## src/rtl/uart_tx_fifo.sv

```systemverilog
// uart_tx_fifo: FWFT-buffered UART transmitter with per-frame latched framing config
module uart_tx_fifo #(
  parameter int DATA_W     = 8,
  parameter int FIFO_DEPTH = 16,
  parameter int DIV_W      = 16
) (
  input  logic                        clk,
  input  logic                        rst,
  input  logic [DIV_W-1:0]            clks_per_bit,
  input  logic                        parity_en,
  input  logic                        parity_odd,
  input  logic                        two_stop,
  input  logic [DATA_W-1:0]           in_data,
  input  logic                        in_valid,
  output logic                        in_ready,
  output logic                        txd,
  output logic                        busy,
  output logic [$clog2(FIFO_DEPTH):0] fifo_level,
  output logic                        frame_done
);
  localparam int AW = $clog2(FIFO_DEPTH);
  localparam int BW = $clog2(DATA_W);
  localparam logic [AW:0] FULL = (AW+1)'(FIFO_DEPTH);
  typedef enum logic [2:0] {IDLE, START, DATA, PARITY, STOP} state_t;
  state_t state_q;
  logic [DATA_W-1:0] mem [FIFO_DEPTH];
  logic [AW-1:0] wr_q, rd_q;
  logic [AW:0] cnt_q;
  logic [DATA_W-1:0] sh_q;
  logic [DIV_W-1:0] div_q, p_q, p_in;
  logic [BW-1:0] bit_q;
  logic pe_q, two_q, par_q, txd_q, busy_q, done_q;
  logic push, pop, tick, last_stop;
  always_comb begin
    p_in      = clks_per_bit < DIV_W'(2) ? DIV_W'(2) : clks_per_bit;
    tick      = div_q == '0;
    last_stop = !two_q || bit_q[0];
    push      = in_valid && in_ready;
    pop       = cnt_q != '0 && (state_q == IDLE || (state_q == STOP && tick && last_stop));
  end
  assign in_ready   = cnt_q != FULL;
  assign fifo_level = cnt_q;
  assign txd        = txd_q;
  assign busy       = busy_q;
  assign frame_done = done_q;
  always_ff @(posedge clk)
    if (push) mem[wr_q] <= in_data;
  always_ff @(posedge clk)
    if (rst) begin
      wr_q  <= '0;
      rd_q  <= '0;
      cnt_q <= '0;
    end else begin
      if (push) wr_q <= wr_q + AW'(1);
      if (pop) rd_q <= rd_q + AW'(1);
      cnt_q <= cnt_q + (AW+1)'(push) - (AW+1)'(pop);
    end
  always_ff @(posedge clk)
    if (rst) begin
      state_q <= IDLE;
      txd_q   <= 1'b1;
      busy_q  <= 1'b0;
      done_q  <= 1'b0;
      div_q   <= '0;
      bit_q   <= '0;
      sh_q    <= '0;
      p_q     <= DIV_W'(2);
      pe_q    <= 1'b0;
      two_q   <= 1'b0;
      par_q   <= 1'b0;
    end else begin
      done_q <= state_q == STOP && div_q == DIV_W'(1) && last_stop;
      if (pop) begin
        sh_q    <= mem[rd_q];
        p_q     <= p_in;
        div_q   <= p_in - DIV_W'(1);
        pe_q    <= parity_en;
        two_q   <= two_stop;
        par_q   <= (^mem[rd_q]) ^ parity_odd;
        txd_q   <= 1'b0;
        busy_q  <= 1'b1;
        state_q <= START;
      end else if (state_q != IDLE) begin
        if (!tick) div_q <= div_q - DIV_W'(1);
        else begin
          div_q <= p_q - DIV_W'(1);
          case (state_q)
            START: begin
              txd_q   <= sh_q[0];
              sh_q    <= sh_q >> 1;
              bit_q   <= '0;
              state_q <= DATA;
            end
            DATA:
              if (bit_q == BW'(DATA_W-1)) begin
                bit_q   <= '0;
                txd_q   <= pe_q ? par_q : 1'b1;
                state_q <= pe_q ? PARITY : STOP;
              end else begin
                bit_q <= bit_q + BW'(1);
                txd_q <= sh_q[0];
                sh_q  <= sh_q >> 1;
              end
            PARITY: begin
              txd_q   <= 1'b1;
              bit_q   <= '0;
              state_q <= STOP;
            end
            STOP:
              if (!last_stop) bit_q <= bit_q + BW'(1);
              else begin
                busy_q  <= 1'b0;
                state_q <= IDLE;
              end
            default: state_q <= IDLE;
          endcase
        end
      end
    end
endmodule
```

## config.mk

```make
export PLATFORM = sky130hd
export DESIGN_NAME = uart_tx_fifo
export DESIGN_NICKNAME = d
export VERILOG_FILES = /design/src/rtl/uart_tx_fifo.sv
export SDC_FILE = /design/constraint.sdc
export NUM_CORES = 1
export LEC_CHECK = 0
export ABC_AREA = 1
export CAP_MARGIN = 10
export CORE_MARGIN = 10
export CORE_UTILIZATION = 30
export DETAILED_ROUTE_END_ITERATION = 10
export HOLD_SLACK_MARGIN = 0.02
export SETUP_SLACK_MARGIN = 0.15
export SLEW_MARGIN = 30
export SYNTH_ARGS = -nofsm -noshare
export SYNTH_HDL_FRONTEND = slang
export SYNTH_SLANG_ARGS = --single-unit
```

## constraint.sdc

```tcl
create_clock -name clk -period 3.1 [get_ports clk]
set_clock_uncertainty 0.1 [all_clocks]
set_input_delay 0.465 -clock clk [delete_from_list [all_inputs] [get_ports clk]]
set_output_delay 0.465 -clock clk [all_outputs]
set_load 0.01 [all_outputs]
```

==> results.md, run 1 <==
Timing:
- For the pin with the worst max-slew slack, the measured transition is 0.769 ns.
- The max-slew violation count was 0.
- The final count of hold timing violations came to 0.
- The final period utilization is 0.887.
- The final critical-path required period is 2.75 ns.
- Setup repair after global routing left no endpoint under its margin.
- Headroom to the max-slew limit came out at 0.486.
- Summed over all failing endpoints, the final setup total negative slack is 0 ns.
- Setup violations remaining at the end of the flow were counted as 0.
- Based on the critical path, the design can be clocked at up to 0.364 GHz.

Floorplan:
- The vertical extent of the die is 200 um.
- The top-level I/O count is 39.
- Row generation in the floorplan step produced 65 rows.
- The die is 200 um wide.
- The total die area is 40200 um2.
- The starting utilization of the core area is 0.307.
- The core region is 31800 um2.

Final layout:
- The library cell used most frequently in the layout, excluding fill and tap cells, is sky130_fd_sc_hd__nand2_1.
- The post-route cell area is 11300 um2.
- The final layout contains 1244 nets.
- The repair_antennas step left the layout with diodes totalling 0.
- The area growth from synthesis to layout is 16.2%.
- Once layout is complete, the utilization of the core stands at 0.357.
- In the layout the commonest cells are sky130_fd_sc_hd__nand2_1 (295), sky130_fd_sc_hd__inv_1 (139), sky130_fd_sc_hd__edfxtp_1 (128), sky130_fd_sc_hd__nand3_1 (106), sky130_fd_sc_hd__nor2_1 (93).
- The layout cell share with drive strength beyond 1 is 0.0886.

Global routing:
- The via count of the first global-routing pass was 7274.
- The first global-routing pass estimated 38600 um of wire.
- Across every metal layer, demand over resource in global routing totals 0.118.
- The aggregate global routing overflow is 0.
- Entering global routing, the biggest net connects 62 pins.
- The number of antenna violations at the first check in global routing came to 0.

Route:
- After detailed routing, the average wire length per cell comes to 14.4 um.
- For this run, the detailed router's first-pass iteration total came to 5.
- The number of DRC markers after the initial detailed-route iteration is 560.
- After detailed routing, the number of remaining DRC violations is 0.
- The sum of routed wire length over all layers is 23700 um.
- Once detail routing completed, the nets flagged for antenna violations numbered 0.
- The routed layout has 7617 vias.
- The per-cell via count in the routed design is 4.64.

Logic synthesis:
- Synthesis instantiated 48 different standard cells from the library.
- The post-synthesis register bit count is 197.
- The synthesized design contains 128 enable-type register cells.
- In this run the cell area of the synthesized design comes to 9760 um2.
- The post-synthesis sequential area ratio is 0.535.
- The count of synthesis-stage warnings from yosys is 0.
- Among all flip-flop cells after synthesis, the most frequent one is sky130_fd_sc_hd__edfxtp_1.
- The post-synthesis share of cell area spent on xor and xnor gates is 0.0144.
- Each instance of the synthesized netlist takes up on average 8.50 um2.
- After synthesis, the share of cell area in mux cells is 0.
- The main combinational cell family by area after synthesis is simple AND/OR/NAND/NOR gates.
- The post-synthesis compound-gate area fraction came to 0.106.
- After synthesis, the share of flip-flops with an asynchronous set or reset is 0.
- The total nets after synthesis is 1198.
- Of the total synthesized cell area, the portion taken by AND, OR, NAND and NOR gates is 0.234.
- The adder-cell area share of the yosys netlist is 0.0251.
- Synthesis handed over a netlist of 1149 instances.

Power and ir drop:
- The leakage power of the design is 4.69 nW.
- Across the VDD grid, the largest voltage drop is 0.558 mV.
- For this design the ratio of total power to cell area is 851 nW/um2.

Critical path:
- The kind of cell adding the most delay to the critical path is simple AND/OR/NAND/NOR gates.
- The element type at the critical path end is a flop.
- For this design, the slowest cell found on the critical path is sky130_fd_sc_hd__fa_2.
- Traced cell by cell, the critical path runs through nor2_4 > nand2_2 > nor4_4 > nand2_2 > o21ai_4 > nand2_2 > inv_2 > ha_1 > inv_1 > ha_1 > inv_1 > fa_2 > nor3_2 > a211oi_1 > o21ai_1 > a21oi_1.
- The largest single stage delay on the critical path is 0.35 ns.
- In this run the number of cells on the critical path is 16.
- The startpoint identified for the worst register-to-register timing path is div_q[12]$_SDFFE_PP0P_.
- The setup check on the worst reg-to-reg path leaves a slack of 0.35 ns.
- The startpoint kind of the worst setup timing path is a flop.
- The critical path contains buffers and inverters numbering 3 combined.
- The endpoint of the worst register-to-register path is fifo_level[4]$_SDFF_PP0_.
- The required arrival time at the worst endpoint is 3.33 ns.
- The most critical setup path has its startpoint at div_q[12]$_SDFFE_PP0P_.
- The count of cells along the worst register-to-register path is 16.
- The most frequent cell on the critical path is sky130_fd_sc_hd__nand2_2.
- The data arrival at the endpoint of the critical path is 2.98 ns.
- The maximum net fanout on the critical path is 4.
- The critical path is of the flop to flop type.

CTS:
- The number of setup buffers added after CTS is 0.
- The clock transition at the registers of the reported paths is 0.08 ns.
- The TritonCTS clock tree is yes.
- The CTS buffer count is 17.
- After clock tree synthesis, the repair step resized 0 gates.
- The clock passes through at most 2 buffers.
- In this run the number of H-tree levels came out at 4.
- The root buffer cell is sky130_fd_sc_hd__clkbuf_16.
- For the worst-skew pair, the clock arrives at the later sink with an insertion delay of 0.44 ns.
- The quantity of hold-fixing buffers added after cts is 0.
- The clock net in this run drives a total of 197 sinks.

Placement:
- The count of buffers added on input and output ports is 38.
- At the end of routability-driven placement, the weighted congestion stood at 0.826.
- The sum of net half-perimeters after detailed placement is 16000 um.
- After detailed placement, the total cell area comes to 10700 um2.

Run:
- Across the run, the number of max-cap violations was 0.

Run status:
- The flow ran to the end, and the final reports show no timing, DRC or antenna violations.

Min path:
- The worst hold path was traced through 2 stages.
- The path category of the worst min-delay check is flop to flop.
- The worst hold path begins at sh_q[2]$_SDFFE_PP0P_.
- The path with the worst hold slack has its endpoint at sh_q[2]$_SDFFE_PP0P_.
[tightest hold or removal path, stage by stage, from the launching register on]
cell and delay, ns:
sky130_fd_sc_hd__dfxtp_1 0.31, sky130_fd_sc_hd__inv_1 0.05, sky130_fd_sc_hd__a21oi_1 0.05
[where the power goes]
group | internal [mW] | switching, mW | total, mW
combinational | 1.34 | 2.58 | 3.92
clock | 1.23 | 1.06 | 2.28
sequential | 3.15 | 0.303 | 3.46
[layout make-up]
cell class	count	area, um2
fillers	3246	20500
flip-flops and latches	197	5230
repair buffers	74	663
inverters	148	558
multi-input cells	757	3730
clock buffers	17	425
well taps	435	544
clock inverters	15	194
[layer usage]
layer	track usage	vias up	share of wire
li1	-	3888	-
met1	0.154	3529	0.45
met2	0.193	175	0.48
met3	0.0210	25	0.046
met4	0.0433	0	0.023
met5	0	-	0
[Yosys cell counts (8+ instances only)]
| library cell | instances | share of area |
|---|---|---|
| sky130_fd_sc_hd__nand2_1 | 295 | 0.11 |
| sky130_fd_sc_hd__inv_1 | 140 | 0.054 |
| sky130_fd_sc_hd__edfxtp_1 | 128 | 0.39 |
| sky130_fd_sc_hd__nand3_1 | 106 | 0.054 |
| sky130_fd_sc_hd__nor2_1 | 94 | 0.036 |
| sky130_fd_sc_hd__dfxtp_1 | 69 | 0.14 |
| sky130_fd_sc_hd__o21ai_0 | 67 | 0.034 |
| sky130_fd_sc_hd__a21oi_1 | 60 | 0.031 |
| sky130_fd_sc_hd__buf_2 | 21 | 0.011 |
| sky130_fd_sc_hd__o21ai_1 | 20 | 0.010 |
| sky130_fd_sc_hd__ha_1 | 18 | 0.023 |
| sky130_fd_sc_hd__o211ai_1 | 14 | 0.011 |
| sky130_fd_sc_hd__clkbuf_1 | 12 | 0.0046 |
| sky130_fd_sc_hd__xor2_1 | 11 | 0.0099 |
| sky130_fd_sc_hd__nor3_1 | 8 | 0.0041 |
[how the worst max path moves through the flow]
stage                               endpoint  slack, ns
finish              fifo_level[4]$_SDFF_PP0_       0.35
floorplan           fifo_level[4]$_SDFF_PP0_       0.23
global placement      div_q[14]$_SDFFE_PP0P_       0.14
detailed placement    div_q[14]$_SDFFE_PP0P_       0.11
global route        fifo_level[4]$_SDFF_PP0_       0.18
CTS                 fifo_level[4]$_SDFF_PP0_       0.26
[stage by stage]
stage	worst slack [ns]	total power, mW	cells	hold slack (ns)
after floorplan	0.226	6.43	1149	0.324
after global placement	0.141	7.33	1611	0.332
after detailed placement	0.109	7.39	1611	0.338
after CTS	0.263	9.68	1643	0.349
after global routing	0.180	10.4	1643	0.366
final	0.350	9.65	1643	0.349
[registers in the layout (all words and copies together), names as in the netlist, named ones only]
register / flops
wr_q: 4
sh_q: 8
two_q: 1
div_q: 16
busy: 1
txd: 1
frame_done: 1
bit_q: 3
mem: 128
pe_q: 1
rd_q: 4
par_q: 1
state_q: 3
p_q: 16
fifo_level: 5
[cells by family (layout without fill, tap and decap cells)]
family / Yosys count / after routing
AO/OA/AOI/OAI: 185 / 185
XOR/XNOR: 16 / 16
adder cells (fa/ha/maj): 19 / 19
buffers and inverters: 195 / 254
flip-flops: 197 / 197
AND/OR/NAND/NOR: 537 / 537
Note: power is estimated with default switching activity, not from simulation.
==> run 2: changes to the inputs <==
CELL_PAD_IN_SITES_DETAIL_PLACEMENT = 2   (was unset)
CELL_PAD_IN_SITES_GLOBAL_PLACEMENT = 2   (was unset)
PLACE_DENSITY_LB_ADDON = 0.1   (was unset)
==> results.md, run 2 (synthesized netlist as in run 1, its figures left out) <==
Run status:
- The flow ran to the end, and the final reports show no timing, DRC or antenna violations.

Floorplan:
- The top-level I/O count came to 39 (unchanged).
- The horizontal die dimension was 200 um (unchanged).
- The row count is 65 (unchanged).
- The starting utilization of the core area is 0.307 (unchanged).
- The total die area was 40200 um2 (unchanged).
- The area of the core region is 31800 um2 (unchanged).
- The vertical extent of the die is 200 um (unchanged).

Final layout:
- The number of flip-flops under the largest register name was 128 (unchanged).
- The top cell types in the final layout, fill and taps aside, are sky130_fd_sc_hd__nand2_1 (294), sky130_fd_sc_hd__inv_1 (138), sky130_fd_sc_hd__edfxtp_1 (128), sky130_fd_sc_hd__nand3_1 (106), sky130_fd_sc_hd__nor2_1 (92).
- The largest registers in the layout are mem x128, div_q x16, p_q x16.
- The layout cell share with drive strength beyond 1 is 0.0975 (+0.00896).
- The count of non-filler cells in the finished layout is 1655 (+0.73%).
- The total number of nets in the final design is 1256 (+0.96%).
- The signed area change from the synthesized netlist to the final layout is 17.5%.
- The antenna diode instance count came to 0 (unchanged).
- The number of fillers in the final layout came to 3546 (+9.2%).
- The commonest non-fill, non-tap cell in the layout is sky130_fd_sc_hd__nand2_1.
- Counting flops per register, the top entry is mem.

Power and ir drop:
- The leakage power of the design is 4.75 nW (+1.3%).
- The maximum ir drop on the vdd rail is 0.507 mV (-9.1%).
- The total power draw is 10.0 mW (+3.9%).
- The power per cell area is 875 nW/um2 (+2.8%).

Placement:
- The quantity of I/O buffers inserted on ports is 38 (unchanged).
- The sum of net half-perimeters after detailed placement is 22100 um (+38%).
- The cell total after placement came to 1622 (+0.68%).
- The final weighted congestion in routability-driven placement is 0.757 (-8.4%).

CTS:
- The root buffer cell is sky130_fd_sc_hd__clkbuf_16.
- The number of H-tree levels is 4 (unchanged).
- The maximum buffer depth of the clock tree is 2 (unchanged).
- The TritonCTS clock tree is yes.
- The clock transition at the registers of the reported paths is 0.08 ns (about the same).
- The TritonCTS sink count is 197 (unchanged).
- The CTS buffer count is 17 (unchanged).
- The clock latency reported for the late side of the worst-skew pair is 0.45 ns (about the same).

Route:
- The number of design rule violations left after detail routing is 0 (unchanged).
- The number of DRC markers after the initial detailed-route iteration is 334 (-40%).
- The number of iterations in the first detailed-routing pass was 4 (-1).
- The per-cell via count in the routed design is 4.90 (+5.6%).
- The sum of routed wire length over all layers was 31700 um (+34%).
- The total via count in the routed design is 8103 (+6.4%).
- The per-cell routed wire length is 19.2 um (+33%).
- The remaining number of nets flagged by the antenna check after routing was 0 (unchanged).

Run:
- The number of violations of the max-capacitance limit is 0 (unchanged).

Timing:
- The relative slew slack is 0.450 (-0.0366).
- The max-slew violation count was 0 (unchanged).
- The slew at the pin closest to its max-slew limit is 0.823 ns (+0.0535 ns).
- Setup repair after global routing could not meet its margin everywhere.
- The number of setup violations in the final report is 0 (unchanged).
- The final count of hold timing violations came to 0 (unchanged).
- The top achievable clock speed came to 0.357 GHz (-1.8%).
- The final critical-path required period was 2.80 ns (+0.0497 ns).
- The final hold slack is 0.353 ns (+0.00330 ns).
- The final period utilization is 0.903 (+0.0160).
- The sum of negative setup slack was 0 ns (unchanged).

Critical path:
- Counting stages on the worst path, the most repeated cell is sky130_fd_sc_hd__nand2_2.
- Traced cell by cell, the critical path runs through nor2_4 > nand2_2 > nor4_4 > nand2_2 > o21ai_4 > nand2_2 > inv_2 > ha_1 > inv_1 > ha_1 > inv_1 > fa_2 > nor3_2 > a211oi_1 > o21ai_0 > a21oi_1.
- The delay of the slowest cell on the worst path is 0.36 ns (about the same).
- The count of cells along the worst register-to-register path is 16 (unchanged).
- The data arrival at the endpoint of the critical path is 3.03 ns (+0.05 ns).
- The largest individual stage delay along the critical path comes from the cell sky130_fd_sc_hd__dfxtp_1.
- The startpoint kind of the worst setup timing path is a flop.
- The maximum net fanout on the critical path is 4 (unchanged).
- By startpoint and endpoint, the worst setup path is classified as flop to flop.
- The element type at the critical path end is a flop.
- The required arrival time at the worst endpoint is 3.33 ns (about the same).

Global routing:
- The global-route wire length before repair is 50500 um (+31%).
- The number of antenna violations at the first check in global routing came to 0 (unchanged).
- The aggregate global-route resource usage came to 0.159 (+0.0410).
- The via count of the first global-routing pass is 8840 (+22%).
- The maximum number of pins on one net before global-route repair is 70 (+13%).
- The aggregate global routing overflow was 0 (unchanged).

Min path:
- In this run the worst hold path is classified as flop to flop.
- The cell depth of the worst min-delay path is 2 (unchanged).
run 2: cell types whose count changed in the layout (fill, tap and decap cells not counted), sizes merged:
cell / delta
buf: +12
inv: +1
clkbuf: +2
clkinv: -2
clkinvlp: -1
run 2: final timing paths:
check	from	to	slack, ns
worst min-delay path	sh_q[1]$_SDFFE_PP0P_	sh_q[1]$_SDFFE_PP0P_	0.35
worst max register to register	div_q[11]$_SDFFE_PP0P_	fifo_level[4]$_SDFF_PP0_	0.30
worst max-delay path	div_q[11]$_SDFFE_PP0P_	fifo_level[4]$_SDFF_PP0_	0.30
worst min register to register	sh_q[1]$_SDFFE_PP0P_	sh_q[1]$_SDFFE_PP0P_	0.35
run 2: worst max-delay path, delay by kind of cell, from the launching register on:
| kind | cells | cell delay (ns) |
|---|---|---|
| adders and majority gates | 3 | 0.74 |
| AOI/OAI and AO/OA | 4 | 0.42 |
| and+or+nand+nor | 6 | 0.88 |
| buffers and inverters | 3 | 0.18 |
| DFF | 1 | 0.36 |
run 2: routing by layer:
| layer | track usage | part of all wire | vias up |
|---|---|---|---|
| met3 | 0.0232 | 0.026 | 23 |
| met1 | 0.217 | 0.49 | 4105 |
| met4 | 0.0392 | 0.013 | 0 |
| li1 | - | - | 3908 |
| met5 | 0 | 0 | - |
| met2 | 0.259 | 0.47 | 67 |
run 2: what timing repair did:
action,CTS,global route
setup buffers,0,1
hold buffers,0,0
setup endpoints to repair,0,14
gates resized for setup,0,12
run 2: through the flow:
step	cell area (um2)	utilization	setup WS [ns]
5_1_grt	11500	0.361	0.0203
4_1_cts	11400	0.359	0.217
3_5_place_dp	10800	0.340	-0.0940
6_report	11500	0.361	0.301
3_3_place_gp	10800	0.340	0.00876
2_1_floorplan	9760	-	0.226
run 2: area by class of cell:
| cell class | count | area [um2] | share of cell area |
|---|---|---|---|
| clock inverter | 13 | 163 | 0.0142 |
| tap | 435 | 544 | 0.0475 |
| inverter | 148 | 562 | 0.0490 |
| sequential | 197 | 5230 | 0.456 |
| timing repair buffer | 86 | 791 | 0.0690 |
| multi-input combinational | 757 | 3750 | 0.327 |
| clock buffer | 19 | 433 | 0.0377 |
run 2: power breakdown:
part	switching, mW	internal (mW)	leakage [nW]
sequential	0.323	3.15	1.73
clock	1.10	1.22	0.289
combinational	2.81	1.42	2.73
total	4.24	5.79	4.75
==> run 3: changes to the inputs <==
SETUP_SLACK_MARGIN = 0.3   (was 0.15)
==> results.md, run 3 (synthesized netlist as in run 1, its figures left out) <==
Run status:
- The flow ran to the end, and the final reports show no timing, DRC or antenna violations.

Global routing:
- The layer flagged by global routing as most heavily used is met2.
- The aggregate global routing overflow is 0 (unchanged).
- The via count of the first global-routing pass is 8762 (-0.88%).
- The met1 track utilization from global routing was 0.208 (-0.00901).
- The global routing usage on met3 is 0.0232 (unchanged).
- The number of antenna violations at the first check in global routing is 0 (unchanged).
- The aggregate global-route resource usage is 0.155 (-0.00421).
- The met2 track utilization from global routing is 0.256 (-0.00301).
- The maximum number of pins on one net before global-route repair is 62 (-11%).
- The global-route wire length before repair came to 49400 um (-2.1%).

Min path:
- The cell depth of the worst min-delay path is 2 (unchanged).
- The path category of the worst min-delay check is flop to flop.

CTS:
- TritonCTS built the clock tree.
- The CTS buffer count is 17 (unchanged).
- The clock latency reported for the late side of the worst-skew pair was 0.45 ns (about the same).
- The TritonCTS sink count came to 197 (unchanged).
- The clock transition at the registers of the reported paths is 0.07 ns (about the same).
- Clock tree synthesis selected as its root buffer the cell sky130_fd_sc_hd__clkbuf_16.
- The number of H-tree levels was 4 (unchanged).
- The maximum buffer depth of the clock tree is 2 (unchanged).

Timing:
- The relative slew slack is 0.451 (+0.00114).
- The slack of the critical path is 0.426 ns (+0.125 ns).
- The top achievable clock speed is 0.374 GHz (+4.7%).
- The slew at the pin closest to its max-slew limit is 0.821 ns (-0.00170 ns).
- Setup repair after global routing could not meet its margin everywhere.
- The final period utilization is 0.863 (-0.0403).
- The number of setup violations in the final report is 0 (unchanged).
- The final critical-path required period came to 2.67 ns (-0.125 ns).
- The max-slew violation count is 0 (unchanged).
- The final count of hold timing violations is 0 (unchanged).
- The sum of negative setup slack is 0 ns (unchanged).

Final layout:
- In the final layout, the registers with the most flip-flops are mem x128, div_q x16, p_q x16.
- The total number of nets in the final design is 1264 (+0.64%).
- The largest register by flop count is mem.
- The layout cell share with drive strength beyond 1 is 0.106 (+0.00832).
- Relative to the synthesized area, the layout overhead comes to 17.7%.
- The core utilization of the finished layout is 0.361 (+0.000787).
- Leaving out fill and tap cells, the most frequent cells in the layout are sky130_fd_sc_hd__nand2_1 (294), sky130_fd_sc_hd__inv_1 (138), sky130_fd_sc_hd__edfxtp_1 (128), sky130_fd_sc_hd__nand3_1 (106), sky130_fd_sc_hd__nor2_1 (90).
- The antenna diode instance count is 0 (unchanged).
- The count of non-filler cells in the finished layout was 1663 (+0.48%).
- The number of flip-flops under the largest register name is 128 (unchanged).
- The commonest non-fill, non-tap cell in the layout is sky130_fd_sc_hd__nand2_1.

Critical path:
- The count of cells along the worst register-to-register path came to 16 (unchanged).
- STA classifies the critical path startpoint as a flop.
- The most critical setup path has its startpoint at div_q[10]$_SDFFE_PP0P_.
- The required arrival time at the worst endpoint is 3.33 ns (about the same).
- The capture point of the worst path is fifo_level[4]$_SDFF_PP0_.
- The data arrival at the endpoint of the critical path was 2.91 ns (-0.12 ns).
- The maximum net fanout on the critical path is 5 (+1).
- The critical path is of the flop to flop type.
- The worst setup path is captured at a flop.
- The reg2reg setup slack is 0.43 ns (+0.13 ns).
- The origin of the critical flop-to-flop path is div_q[10]$_SDFFE_PP0P_.
- The endpoint identified for the worst register-to-register timing path is fifo_level[4]$_SDFF_PP0_.

Run:
- The number of violations of the max-capacitance limit was 0 (unchanged).

Route:
- The number of iterations in the first detailed-routing pass came to 5 (+1).
- The total via count in the routed design was 8033 (-0.86%).
- The sum of routed wire length over all layers is 31000 um (-2.2%).
- The number of design rule violations left after detail routing was 0 (unchanged).
- The remaining number of nets flagged by the antenna check after routing is 0 (unchanged).
- The per-cell routed wire length is 18.7 um (-2.7%).
- The per-cell via count in the routed design was 4.83 (-1.3%).
- The number of DRC markers after the initial detailed-route iteration was 319 (-4.5%).

Placement:
- The final weighted congestion in routability-driven placement came to 0.768 (+1.5%).
- The sum of net half-perimeters after detailed placement is 21900 um (-0.80%).
- The quantity of I/O buffers inserted on ports is 38 (unchanged).
- The minimum setup slack after placement was -0.102 ns (-0.00846 ns).
- The cell total after placement was 1627 (+0.31%).

Floorplan:
- The top-level I/O count is 39 (unchanged).
- The area of the core region was 31800 um2 (unchanged).
- The row count is 65 (unchanged).
- The horizontal die dimension was 200 um (unchanged).
- The total die area came to 40200 um2 (unchanged).
- The vertical extent of the die is 200 um (unchanged).
- The starting utilization of the core area is 0.307 (unchanged).

Power and ir drop:
- The share of power burned in registers is 0.347 (about the same).
- The maximum ir drop on the vdd rail came to 0.417 mV (-18%).
- The clock power share is 0.227 (-0.005).
- The net switching fraction of the power is 0.419 (-0.00307).
- The power per cell area is 866 nW/um2 (-0.93%).
- The combinational share of power is 0.426 (+0.004).
- The cell-internal power is 5.78 mW (-0.19%).
- The leakage power of the design is 4.76 nW (+0.28%).
- The switching component of the power is 4.18 mW (-1.4%).
-- run 3: metal layers --
| metal | share of wire | routed length, um |
|---|---|---|
| met1 | 0.48 | 14900 |
| met2 | 0.48 | 14900 |
| met3 | 0.027 | 852 |
| met4 | 0.011 | 334 |
| met5 | 0 | 0 |
-- run 3: power groups by stage --
stage	Clock (mW)	Combinational (mW)	Sequential, mW
after floorplan	0	3.01	3.43
after global placement	0	4.17	3.50
after detailed placement	0	4.26	3.51
after CTS	2.33	4.32	3.47
after global routing	2.41	4.93	3.52
final	2.26	4.24	3.46
-- run 3: worst max-delay path, stage by stage, from the launching register on --
cell and delay (ns):
sky130_fd_sc_hd__dfxtp_1 0.33, sky130_fd_sc_hd__inv_2 0.09, sky130_fd_sc_hd__nand2_1 0.09, sky130_fd_sc_hd__nor4_4 0.27
sky130_fd_sc_hd__nand2_2 0.13, sky130_fd_sc_hd__o21ai_4 0.17, sky130_fd_sc_hd__nand2_2 0.09, sky130_fd_sc_hd__inv_2 0.07
sky130_fd_sc_hd__ha_1 0.22, sky130_fd_sc_hd__inv_1 0.06, sky130_fd_sc_hd__ha_1 0.15, sky130_fd_sc_hd__inv_1 0.06
sky130_fd_sc_hd__fa_2 0.35, sky130_fd_sc_hd__nor3_2 0.14, sky130_fd_sc_hd__a211oi_2 0.06, sky130_fd_sc_hd__o21ai_1 0.14
sky130_fd_sc_hd__a21oi_1 0.05
-- run 3: final cells by class --
class                   instances  area, um2
multi-input cells             757       3760
fillers                      3641      20300
clock buffers                  19        433
repair buffers                 94        821
flip-flops and latches        197       5230
well taps                     435        544
clock inverters                13        148
inverters                     148        562
-- run 3: repair_timing --
item,4_1_cts,5_1_grt
gates cloned,0,0
resized for setup,7,11
buffers inserted,1,3
pin swaps,3,4
endpoints found under the setup margin,2,17
hold buffers,0,0
-- run 3: stage by stage --
stage	hold WS (ns)	power, mW	cell area (um2)
floorplan	0.324	6.44	9760
global placement	0.336	7.67	10800
detailed placement	0.347	7.78	10800
CTS	0.358	10.1	11400
global route	0.381	10.9	11500
finish	0.355	9.96	11500
-- run 3: worst min path at each step --
stage,from,end
finish,sh_q[0]$_SDFFE_PP0P_,sh_q[0]$_SDFFE_PP0P_
global route,sh_q[0]$_SDFFE_PP0P_,sh_q[0]$_SDFFE_PP0P_
CTS,sh_q[3]$_SDFFE_PP0P_,sh_q[3]$_SDFFE_PP0P_
detailed placement,sh_q[3]$_SDFFE_PP0P_,sh_q[3]$_SDFFE_PP0P_
global placement,sh_q[1]$_SDFFE_PP0P_,sh_q[1]$_SDFFE_PP0P_
floorplan,sh_q[2]$_SDFFE_PP0P_,sh_q[2]$_SDFFE_PP0P_
